### src/rtl/mux_rr_arbiter.sv
// mux_rr_arbiter: round-robin arbiter that shares one T-bit output channel
// among N = 2**S requesters. A winner holds the channel for up to MAX_BURST
// beats under a valid/ready handshake. After that, priority rotates so the
// released requester ranks lowest at the next arbitration. The data path is
// an internal recurse_mux driven by the registered select ctrl.
//
// Optional feature: define MUX_RR_ARB_LOCK_EN to add the lock input. While
// lock=1 in BUSY, the burst limit is suppressed; only dropping the request
// ends the grant.
//
// Ports:
//   clk        in   system clock, rising edge
//   rst_n      in   asynchronous reset, active low
//   lock       in   (MUX_RR_ARB_LOCK_EN only) suppress burst-limit release
//   req        in   [N-1:0]   per-requester request
//   in         in   [N*T-1:0] concatenated requester data, slice i = in[i*T +: T]
//   out_ready  in   downstream accepts a beat
//   out_valid  out  out_data holds a valid beat
//   out_data   out  [T-1:0]   slice ctrl of in
//   grant      out  [N-1:0]   one-hot grant, zero when idle
//   ctrl       out  [S-1:0]   registered mux select (granted index)
//   ack        out  [N-1:0]   per-requester beat accept

// recurse_mux: 2**S : 1 mux of T-bit slices, built as a tree of 2:1 stages.
// Ports: in (2**S slices), sel (S bits), out (selected slice).
module recurse_mux #(
   parameter int unsigned S = 2,
   parameter int unsigned T = 8
) (
   input  logic [(1 << S)*T-1:0] in,
   input  logic [S-1:0]          sel,
   output logic [T-1:0]          out
);

   generate
      if (S == 1) begin : g_leaf
         assign out = sel[0] ? in[2*T-1:T] : in[T-1:0];
      end else begin : g_node
         localparam int unsigned H = (1 << (S - 1)) * T;
         logic [T-1:0] lo;
         logic [T-1:0] hi;

         recurse_mux #(.S(S - 1), .T(T)) u_lo (
            .in  (in[H-1:0]),
            .sel (sel[S-2:0]),
            .out (lo)
         );

         recurse_mux #(.S(S - 1), .T(T)) u_hi (
            .in  (in[2*H-1:H]),
            .sel (sel[S-2:0]),
            .out (hi)
         );

         assign out = sel[S-1] ? hi : lo;
      end
   endgenerate

endmodule

module mux_rr_arbiter #(
   parameter int unsigned S         = 2,
   parameter int unsigned T         = 8,
   parameter int unsigned MAX_BURST = 4
) (
   input  logic                  clk,
   input  logic                  rst_n,
`ifdef MUX_RR_ARB_LOCK_EN
   input  logic                  lock,
`endif
   input  logic [(1 << S)-1:0]   req,
   input  logic [(1 << S)*T-1:0] in,
   input  logic                  out_ready,
   output logic                  out_valid,
   output logic [T-1:0]          out_data,
   output logic [(1 << S)-1:0]   grant,
   output logic [S-1:0]          ctrl,
   output logic [(1 << S)-1:0]   ack
);

   localparam int unsigned N  = 1 << S;
   localparam int unsigned CW = (MAX_BURST > 1) ? $clog2(MAX_BURST) : 1;
   localparam logic [CW-1:0] LastBeat = CW'(MAX_BURST - 1);

   typedef enum logic [0:0] {StIdle, StBusy} state_e;

   state_e          state_q, state_d;
   logic [N-1:0]    grant_q, grant_d;
   logic [S-1:0]    ctrl_q, ctrl_d;
   logic [S-1:0]    last_q, last_d;
   logic [CW-1:0]   cnt_q, cnt_d;

   logic [S-1:0]    winner;
   logic            found;
   logic            xfer;
   logic            lock_hold;

`ifdef MUX_RR_ARB_LOCK_EN
   assign lock_hold = lock;
`else
   assign lock_hold = 1'b0;
`endif

   // Rotating priority search starting just above the last winner. Offsets
   // wrap naturally in S bits since N is a power of two; offset N lands on
   // last itself, which therefore has the lowest priority.
   always_comb begin
      winner = '0;
      found  = 1'b0;
      for (int i = 1; i <= N; i++) begin
         if (!found && req[last_q + S'(i)]) begin
            winner = last_q + S'(i);
            found  = 1'b1;
         end
      end
   end

   assign out_valid = (state_q == StBusy) && req[ctrl_q];
   assign xfer      = out_valid && out_ready;
   assign grant     = grant_q;
   assign ctrl      = ctrl_q;
   assign ack       = grant_q & {N{xfer}};

   always_comb begin
      state_d = state_q;
      grant_d = grant_q;
      ctrl_d  = ctrl_q;
      last_d  = last_q;
      cnt_d   = cnt_q;
      unique case (state_q)
         StIdle: begin
            if (found) begin
               ctrl_d  = winner;
               grant_d = {{(N-1){1'b0}}, 1'b1} << winner;
               last_d  = winner;
               cnt_d   = '0;
               state_d = StBusy;
            end
         end
         StBusy: begin
            if (!req[ctrl_q]) begin
               state_d = StIdle;
               grant_d = '0;
            end else if (xfer) begin
               if (cnt_q == LastBeat && !lock_hold) begin
                  state_d = StIdle;
                  grant_d = '0;
               end else if (cnt_q != LastBeat) begin
                  cnt_d = cnt_q + 1'b1;
               end
               // Locked at the last beat: the count saturates.
            end
         end
         default: begin
            state_d = StIdle;
            grant_d = '0;
         end
      endcase
   end

   always_ff @(posedge clk or negedge rst_n) begin
      if (!rst_n) begin
         state_q <= StIdle;
         grant_q <= '0;
         ctrl_q  <= '0;
         last_q  <= S'(N - 1);
         cnt_q   <= '0;
      end else begin
         state_q <= state_d;
         grant_q <= grant_d;
         ctrl_q  <= ctrl_d;
         last_q  <= last_d;
         cnt_q   <= cnt_d;
      end
   end

   recurse_mux #(.S(S), .T(T)) u_mux (
      .in  (in),
      .sel (ctrl_q),
      .out (out_data)
   );

endmodule

### config.mk
export PLATFORM = sky130hd
export DESIGN_NAME = mux_rr_arbiter
export DESIGN_NICKNAME = d
export VERILOG_FILES = /design/src/rtl/mux_rr_arbiter.sv
export SDC_FILE = /design/constraint.sdc
export NUM_CORES = 1
export LEC_CHECK = 0
export CORE_UTILIZATION = 35
export DETAILED_ROUTE_END_ITERATION = 12
export PLACE_DENSITY = 0.86
export SYNTH_ARGS = -nofsm -noshare
export SYNTH_HDL_FRONTEND = slang
export SYNTH_SLANG_ARGS = --single-unit
### constraint.sdc
create_clock -name clk -period 2.3 [get_ports clk]
set_clock_uncertainty 0.05 [all_clocks]
set_input_delay 0.46 -clock clk [delete_from_list [all_inputs] [get_ports clk]]
set_output_delay 0.46 -clock clk [all_outputs]
set_load 0.05 [all_outputs]
# [After elaboration in Yosys (flattened, before gate mapping)]
# Cells that the tools add are included.
[op_classes] add_sub_neg=4 n_lt_le_gt_ge=5 n_eq_ne=9 shifts=1 mux=37 n_bitwise=2 reduce_logical=11
[ops] op="two-way mux 8 bit" count=3
[ops] op="two-way mux 2 bit" count=9
[ops] op="two-way mux 4 bit" count=4
[ops] op="less-than comparator 2 x 3 -> 1 bit, second input constant" count=5
[ops] op="two-way mux 1 bit" count=13
[ops] op="binary-select mux 1 bit (select 2 bit)" count=5
[ops] op="case mux 4 bit (2 select lines)" count=1
[ops] op="inequality test 2 x 1 -> 1 bit, second input constant" count=3
[ops] op="inequality test 2 bit, second input constant" count=3
[ops] op="logical AND 1 bit" count=5
[ops] op="AND reduction 5 bit" count=1
[ops] op="adder 2 x 1 -> 2 bit, second input constant" count=2
[ops] op="adder 2 bit, second input constant" count=2
[ops] op="AND 4 bit" count=1
[ops] op="case mux 2 bit (2 select lines)" count=1
[ops] op="<< shifter 1 x 2 -> 4 bit, first input constant" count=1
[ops] op="logical NOT 1 bit" count=3
[ops] op="inequality test 3 x 2 -> 1 bit, second input constant" count=1
[ops] op="inequality test 3 bit, second input constant" count=1
[ops] op="AND reduction 3 bit" count=1
[ops] op="== test 2 bit, second input constant" count=1
[ops] op="case mux 1 bit (2 select lines)" count=1
[ops] op="AND reduction 2 bit" count=1
[ops] op="inverter 1 bit" count=1
[word_totals] reg_bits=11 out_inout_bits=19

# [Depth between registers and ports, before layout]
# Gate-level depths: netlist (run 1).
[depth] ltp_word=16 ltp_mapped=6 mapped_depth_nobuf=5

# [Modules after synthesis]
# A second synthesis (run 1) with hierarchy kept.
[hier_totals] cells_unflattened=89 hier_area_um2=1003.5
[by_module_without_submodules] module="mux_rr_arbiter" n_inst=1 cells_each=62 area_each_um2=609.3
[by_module_without_submodules] module="recurse_mux" n_inst=3 cells_each=9 area_each_um2=131.4

# [Worst setup path after synthesis (run 1)]
# Ideal clock, no wire load.
[synth_timing] kind="reg-to-output" start="register ctrl_q[1] (netlist: ctrl[1])" end="output ack[0]" t_arrival_ns=1.901 required_time_ns=1.790 setup_slack_ns=-0.111 stages_incl_launch_ff=6 path_buffers=2 path_cell_list="dfrtp_1 -> clkbuf_2 -> mux4_2 -> and2_4 -> buf_6 -> and3_1"
[synth_between] elab_chain_cells=5
[synth_lines] element="from (decl)" line_no="89" text="logic [S-1:0] ctrl_q, ctrl_d;"
[synth_lines] element="from (signal assigned)" line_no="171" text="ctrl_q <= ctrl_d;"
[synth_lines] element="binary-select mux 1 bit (select 2 bit)" line_no="118" text="assign out_valid = (state_q == StBusy) && req[ctrl_q];"
[synth_lines] element="two-way mux 1 bit (implied by the code)" line_no="118"
[synth_lines] element="logical AND 1 bit" line_no="118"
[synth_lines] element="net out_valid" line_no="74" text="output logic out_valid,"
[synth_lines] element="logical AND 1 bit" line_no="119" text="assign xfer = out_valid && out_ready;"
[synth_lines] element="AND 4 bit" line_no="122" text="assign ack = grant_q & {N{xfer}};"
[synth_lines] element="to (decl)" line_no="78" text="output logic [(1 << S)-1:0] ack"
# The timed path passes the listed nets, and every way through them passes these cells. The select of a mux whose other input is x is not followed.

# [Worst setup path in the final report (run 1)]
[layout_timing] start="input req[2]" end="output ack[3]"
[layout_between] elab_chain_cells=5
[layout_lines] element="from (decl)" line_no="71" text="input logic [(1 << S)-1:0] req,"
[layout_lines] element="binary-select mux 1 bit (select 2 bit)" line_no="118"
[layout_lines] element="two-way mux 1 bit (implied by the code)" line_no="118"
[layout_lines] element="logical AND 1 bit" line_no="118"
[layout_lines] element="logical AND 1 bit" line_no="119"
[layout_lines] element="AND 4 bit" line_no="122"
# Every way passes these cells. The select of a mux whose other input is x is not followed.

==> results_dict.tcl, run 1 <==
set metrics [dict create \
    die_h_um 51.3 \
    syn_nets 113 \
    area_growth_pct 76.3 \
    power.density_nw_per_um2 1280 \
    yosys_warnings 0 \
    antenna_found_initial 0 \
    cts_buffer_depth 2 \
    drt_iter0_drc 9 \
    slew_violations 0 \
    gp_congestion 0.751 \
    period_share 0.968 \
    drt-wirelength-per-cell_um 15.0 \
    tritoncts "built" \
    dieArea_um2 2630 \
    switchingPower_uw 989 \
    routed_wl_um 2460 \
    start_util 0.377 \
    grt_remaining_overflow 0 \
    post_cts_buffers 0 \
    final_cell_mix "clkdlybuf4s50_1 (39), buf_4 (18), nand2_1 (9)" \
    multi_input_area_um2 529 \
    grt_max_degree 12 \
    nFillCells 171 \
    critical_path_class "primary input to output pin" \
    clkPwrFrac 0.070 \
    slowest_delay_ns 0.48 \
    critical_path_peak_fanout 6 \
    drc 0 \
    numPortBuffers 57 \
    layout_commonest_cell "clkdlybuf4s50_1" \
    dp_cells 160 \
    htree_levels 1 \
    maxCapViolCount 0 \
    power.leakage_nw 0.682 \
    fin_cells 164 \
    nets 177 \
    ios 58 \
    dr.pass1.iters 4 \
    gr-usage-all-layers 0.196 \
    num_vias 871 \
    setup_viol 0 \
    post_dp_cell_area_um2 1440 \
    crit_chain "dlygate4sd2_1, mux4_2, and2_4, and3_4, buf_6" \
    syn_avg_cell_area_um2 11.6 \
    synth_cell_types 30 \
    fmaxAchievable_mhz 449 \
    cp_slowest_cell "mux4_2" \
    stdcell_area_um2 1500 \
    finish.utilization 0.664 \
    end_kind "output pin" \
    grt_pass1_vias 857 \
    hpwlAfterDp_um 2020 \
    clkLatencyLatePin_ns 0.27 \
    rsz0062_at_grt "no" \
    regArea_um2 279 \
    cts_root_buf "clkbuf_4" \
    yosysSeqAreaShare 0.327 \
    cp-start-kind "primary input" \
    internal_power_uw 923 \
    num_antenna_cells 0 \
    switching_share 0.517 \
    rows 17 \
    grt_pass1_wl_um 3760 \
    tightest_slew_ns 0.506 \
    clk_pin_slew_ns 0.07 \
    crit_arrival_ns 1.72 \
    hold_viol_final 0 \
    worstPathRequired_ns 1.79 \
    combinationalPowerShare 0.719 \
    die_w_um 51.3 \
    synth_area_um2 850 \
    vdd_ir_drop_max_uv 896 \
    ys_seq_elements 11 \
    clock_sinks 11 \
    cts_buffers 3 \
    status "finished clean" \
    power_frac_seq 0.212 \
    syn_inst 73 \
    period_minus_slack_ns 2.23 \
    max-slew-margin-rel 0.661 \
    holdCritPathClass "flop to flop" \
    detail-route-antenna-nets 0 \
    avgViaCountPerCell 5.31 \
    core_um2 2250 \
    drive_above_1_share 0.272 \
]
[routing by layer]
| layer | track usage | up-vias | wire, um |
|---|---|---|---|
| li1 | - | 411 | - |
| met1 | 0.195 | 413 | 877 |
| met2 | 0.362 | 43 | 1250 |
| met4 | 0.0946 | 0 | 38 |
| met3 | 0.0655 | 4 | 292 |
| met5 | 0 | - | 0 |
[cells by family after synthesis]
| group | synth area share |
|---|---|
| AO/OA/AOI/OAI | 0.140 |
| adder cells (fa/ha/maj) | 0.0147 |
| buffers and inverters | 0.0736 |
| flip-flops | 0.327 |
| multiplexers | 0.297 |
| AND/OR/NAND/NOR | 0.147 |
[power groups by stage]
| stage | Sequential [mW] | Combinational (mW) | Clock, mW |
|---|---|---|---|
| 6_report | 0.404 | 1.37 | 0.133 |
| 2_1_floorplan | 0.473 | 0.908 | 0 |
| 3_3_place_gp | 0.402 | 1.34 | 0 |
| 5_1_grt | 0.420 | 1.45 | 0.152 |
| 4_1_cts | 0.405 | 1.38 | 0.138 |
| 3_5_place_dp | 0.407 | 1.36 | 0 |
[state kept, by name, indices dropped and copies added (netlist names)]
name	cells
last_q	2
state_q	1
cnt_q	2
ctrl	2
grant	4
[cell usage after synthesis]
cell / n / area (um^2)
clkbuf_2: 2 / 10.0
a22o_2: 1 / 10.0
nand3b_4: 1 / 20.0
nor3_1: 1 / 5.00
a21o_1: 1 / 7.51
a22o_1: 1 / 8.76
mux4_1: 8 / 210
ha_1: 1 / 12.5
inv_1: 5 / 18.8
a21oi_1: 3 / 15.0
a32o_1: 2 / 20.0
nand2_1: 9 / 33.8
dfstp_2: 2 / 52.6
nor2_1: 2 / 7.51
clkbuf_1: 1 / 3.75
mux2i_1: 2 / 20.0
a21boi_0: 1 / 7.51
or2_2: 1 / 6.26
o31ai_1: 2 / 15.0
nor4_1: 1 / 6.26
mux4_2: 1 / 22.5
buf_6: 2 / 22.5
o22ai_1: 2 / 12.5
nand2b_1: 2 / 12.5
o21ai_0: 3 / 15.0
dfrtp_1: 9 / 225
buf_4: 1 / 7.51
and2_4: 1 / 8.76
a211oi_1: 1 / 7.51
and3_1: 4 / 25.0
[final cells by class]
class,count,area share
clock buffers,4,0.0175
flip-flops and latches,11,0.186
inverters,5,0.0125
multi-input cells,51,0.353
well taps,28,0.0234
repair buffers,65,0.407
[through the flow]
stage | setup WS, ns | hold slack [ns] | power (mW) | setup TNS (ns)
global placement | -0.138 | 0.420 | 1.74 | -0.547
finish | 0.0737 | 0.442 | 1.91 | 0
global route | 0.0226 | 0.478 | 2.02 | 0
floorplan | 0.0301 | 0.114 | 1.38 | 0
CTS | 0.0647 | 0.453 | 1.92 | 0
detailed placement | -0.160 | 0.443 | 1.77 | -0.607
[worst max-delay path: cells and delay by family]
family	cells	cell delay [ns]
and+or+nand+nor	2	0.38
muxes	1	0.48
buffers and inverters	2	0.40
[final timing paths]
check,cells after the start,start,endpoint,slack [ns]
worst min-delay path,1,cnt_q[0]$_DFFE_PN0P_,cnt_q[0]$_DFFE_PN0P_,0.44
min in group asynchronous,1,rst_n,grant[2]$_DFFE_PN0P_,0.46
worst min register to register,1,cnt_q[0]$_DFFE_PN0P_,cnt_q[0]$_DFFE_PN0P_,0.44
worst max-delay path,5,req[2],ack[3],0.07
worst max register to register,4,ctrl[0]$_DFFE_PN0P_,grant[0]$_DFFE_PN0P_,0.62
max in group asynchronous,1,rst_n,ctrl[1]$_DFFE_PN0P_,1.40
[repair_timing]
action                                 4_1_cts  5_1_grt
resized for setup                           13        0
hold buffers                                 0        0
endpoints found under the hold margin        0        0
setup endpoints to repair                    4        0
Power figures use the tool's default switching activity.
==> inputs of run 2 (changes only) <==
--- a/config.mk
+++ b/config.mk
@@ -5,9 +5,10 @@
 export SDC_FILE = /design/constraint.sdc
 export NUM_CORES = 1
 export LEC_CHECK = 0
-export CORE_UTILIZATION = 35
+export CORE_UTILIZATION = 34
 export DETAILED_ROUTE_END_ITERATION = 12
-export PLACE_DENSITY = 0.86
+export PLACE_DENSITY = 0.82
 export SYNTH_ARGS = -nofsm -noshare
 export SYNTH_HDL_FRONTEND = slang
+export SYNTH_HIERARCHICAL = 1
 export SYNTH_SLANG_ARGS = --single-unit
==> constraint.sdc (replaced) <==
create_clock -name clk -period 2 [get_ports clk]
set_clock_uncertainty 0.05 [all_clocks]
set_input_delay 0.4 -clock clk [delete_from_list [all_inputs] [get_ports clk]]
set_output_delay 0.4 -clock clk [all_outputs]
set_load 0.05 [all_outputs]
==> results_dict.tcl, run 2 <==
set metrics [dict create \
    startpoint "ctrl[0]$_DFFE_PN0P_" \
    holdCritPathClass "primary input to async pin" \
    max-slew-margin-rel 0.671 \
    critical_path_class "flop to output pin" \
    critical_path_peak_fanout 6 \
    status "finished with violations" \
    htree_levels 1 \
    area_growth_pct 75.4 \
    avgViaCountPerCell 5.06 \
    tightest_slew_ns 0.492 \
    fin_cells 189 \
    fmaxAchievable_mhz 472 \
    clkLatencyLatePin_ns 0.28 \
    gr-usage-all-layers 0.185 \
    slowest_delay_ns 0.51 \
    gp_congestion 0.783 \
    largest_reg_flops 4 \
    synth_area_leaders "mux2_4 (36%), dfrtp_1 (22%), dfstp_2 (5.2%), buf_6 (4.5%), nand2_1 (4.5%)" \
    grt_remaining_overflow 0 \
    detail-route-antenna-nets 0 \
    tritoncts "built" \
    drc 0 \
    synth_cell_types 27 \
    synth_compound_area_frac 0.0985 \
    core_um2 2780 \
    netlist_top_cells_count "mux2_4 (24), nand2_1 (12), dfrtp_1 (9)" \
    setup_slack_ns -0.121 \
    nets 199 \
    synth_top_area_cell "mux2_4" \
    hold_viol_final 0 \
    synth_enable_flop_cells 0 \
    drt-wirelength-per-cell_um 15.5 \
    dp_slack_ns -0.284 \
    dp_cells 182 \
    drive_above_1_share 0.424 \
    nFillCells 217 \
    syn_nets 129 \
    crit_arrival_ns 1.67 \
    numPortBuffers 57 \
    rr_startpoint "ctrl[0]$_DFFE_PN0P_" \
    num_antenna_cells 0 \
    hpwlAfterDp_um 2270 \
    slew_violations 0 \
    drt_iter0_drc 32 \
    power.leakage_nw 0.840 \
    maxCapViolCount 0 \
    end_kind "output pin" \
    rows 19 \
    syn_inst 89 \
    syn_avg_cell_area_um2 11.3 \
    synth_xor_area_frac 0 \
    crit_chain "mux4_2, and2_4, and3_4, buf_8" \
    layout_commonest_cell "clkdlybuf4s50_1" \
    worst_hold_slack_ns 0.389 \
    synth_top_family_by_area "multiplexers" \
    cts_root_buf "clkbuf_4" \
    rsz0062_at_grt "yes" \
    dr.pass1.iters 4 \
    grt_max_degree 18 \
    cp-start-kind "flop" \
    grt_pass1_vias 1021 \
    cts_buffer_depth 2 \
    synth-simple-area-share 0.155 \
    clk_pin_slew_ns 0.07 \
    num_vias 956 \
    yosys.area_share.adder 0.0125 \
    setup_viol 13 \
    worstPathRequired_ns 1.55 \
    synth_ff_type "dfrtp_1" \
    routed_wl_um 2930 \
    period_minus_slack_ns 2.12 \
    cp_slowest_cell "mux4_2" \
    power.density_nw_per_um2 1600 \
    yosysMostFrequentCell "mux2_4" \
    clock_sinks 11 \
    die_h_um 56.3 \
    violations "setup timing" \
    synth_mux_area_frac 0.401 \
    start_util 0.361 \
    yosys_warnings 6 \
    antenna_found_initial 0 \
    vdd_ir_drop_max_uv 1340 \
    cts_buffers 3 \
    die_w_um 56.3 \
    ys_seq_elements 11 \
    ys_async_sr_fraction 1.00 \
    grt_pass1_wl_um 4550 \
    yosysTopAreaCellShare 0.359 \
    cts_hold_buffers 0 \
    ios 58 \
    period_share 1.06 \
    dieArea_um2 3170 \
    final_cell_mix "clkdlybuf4s50_1 (38), mux2_4 (24), nand2_1 (12), buf_4 (12), buf_6 (11)" \
    synth_area_um2 1000 \
    yosysSeqAreaShare 0.277 \
]
run 2: cell count changes in the layout (fill, tap and decap cells not counted), moves of 3 or more:
cell and delta:
mux2_4 +24, buf_12 +3, inv_1 -3, buf_4 -6, buf_6 +8, nor2_1 +4
nand2_1 +3, mux4_1 -8
run 2: layout make-up:
cell class / count / area, um^2 / area share
multi-input combinational: 71 / 689 / 0.392
tap: 31 / 38.8 / 0.0220
inverter: 2 / 7.51 / 0.00426
clock buffer: 4 / 26.3 / 0.0149
sequential: 11 / 279 / 0.158
timing repair buffer: 70 / 719 / 0.409
run 2: critical path: cells and delay by family (launching register included):
kind / cells / cell delay [ns]
buf+inv: 1 / 0.14
flops: 1 / 0.40
mux: 1 / 0.51
simple gates: 2 / 0.33
run 2: routing by layer:
metal / global-route usage / wire [um] / up-vias
li1: - / - / 458
met1: 0.209 / 1200 / 444
met2: 0.344 / 1490 / 51
met3: 0.0230 / 199 / 3
met4: 0.0836 / 44 / 0
met5: 0 / 0 / -
run 2: where the power goes:
part           leakage [nW]  internal, mW  switching (mW)
clock network        0.0150        0.0776          0.0810
logic                 0.690          1.05            1.15
registers             0.135         0.349           0.108
total                 0.840          1.48            1.34
run 2: repair_timing:
action                                  4_1_cts  5_1_grt
endpoints found under the setup margin       13       13
gates resized for setup                      17        2
buffers inserted                              1        2
run 2: through the flow:
| step | total power [mW] | util | setup TNS (ns) | instance area, um^2 |
|---|---|---|---|---|
| after CTS | 2.78 | 0.625 | -1.24 | 1740 |
| after detailed placement | 2.51 | 0.597 | -1.97 | 1660 |
| after global routing | 2.95 | 0.633 | -1.66 | 1760 |
| after global placement | 2.45 | 0.597 | -1.65 | 1660 |
| final | 2.82 | 0.633 | -1.12 | 1760 |
| after floorplan | 1.96 | - | -0.149 | 1030 |
run 2: final timing paths:
check | cells after the start | end | slack, ns
setup / recovery | 4 | ack[1] | -0.12
hold / removal | 1 | grant[3]$_DFFE_PN0P_ | 0.39
setup reg to reg | 5 | grant[1]$_DFFE_PN0P_ | 0.12
hold reg to reg | 2 | last_q[1]$_DFFE_PN1P_ | 0.46
max in group asynchronous | 1 | ctrl[0]$_DFFE_PN0P_ | 1.16
min in group clk | 2 | last_q[1]$_DFFE_PN1P_ | 0.46
run 2: cells by family after synthesis:
| kind of cell | count (synthesis) |
|---|---|
| adders and majority gates | 1 |
| DFF | 11 |
| AOI/OAI and AO/OA | 12 |
| muxes | 27 |
| and+or+nand+nor | 31 |
| buffers and inverters | 7 |
==> inputs of run 3 (changes only) <==
--- a/config.mk
+++ b/config.mk
@@ -5,6 +5,7 @@
 export SDC_FILE = /design/constraint.sdc
 export NUM_CORES = 1
 export LEC_CHECK = 0
+export ABC_CLOCK_PERIOD_IN_PS = 2000
 export CORE_UTILIZATION = 34
 export DETAILED_ROUTE_END_ITERATION = 12
 export PLACE_DENSITY = 0.82
==> results of run 3 <==
Final layout, timing and power as in run 2 (identical DEF).
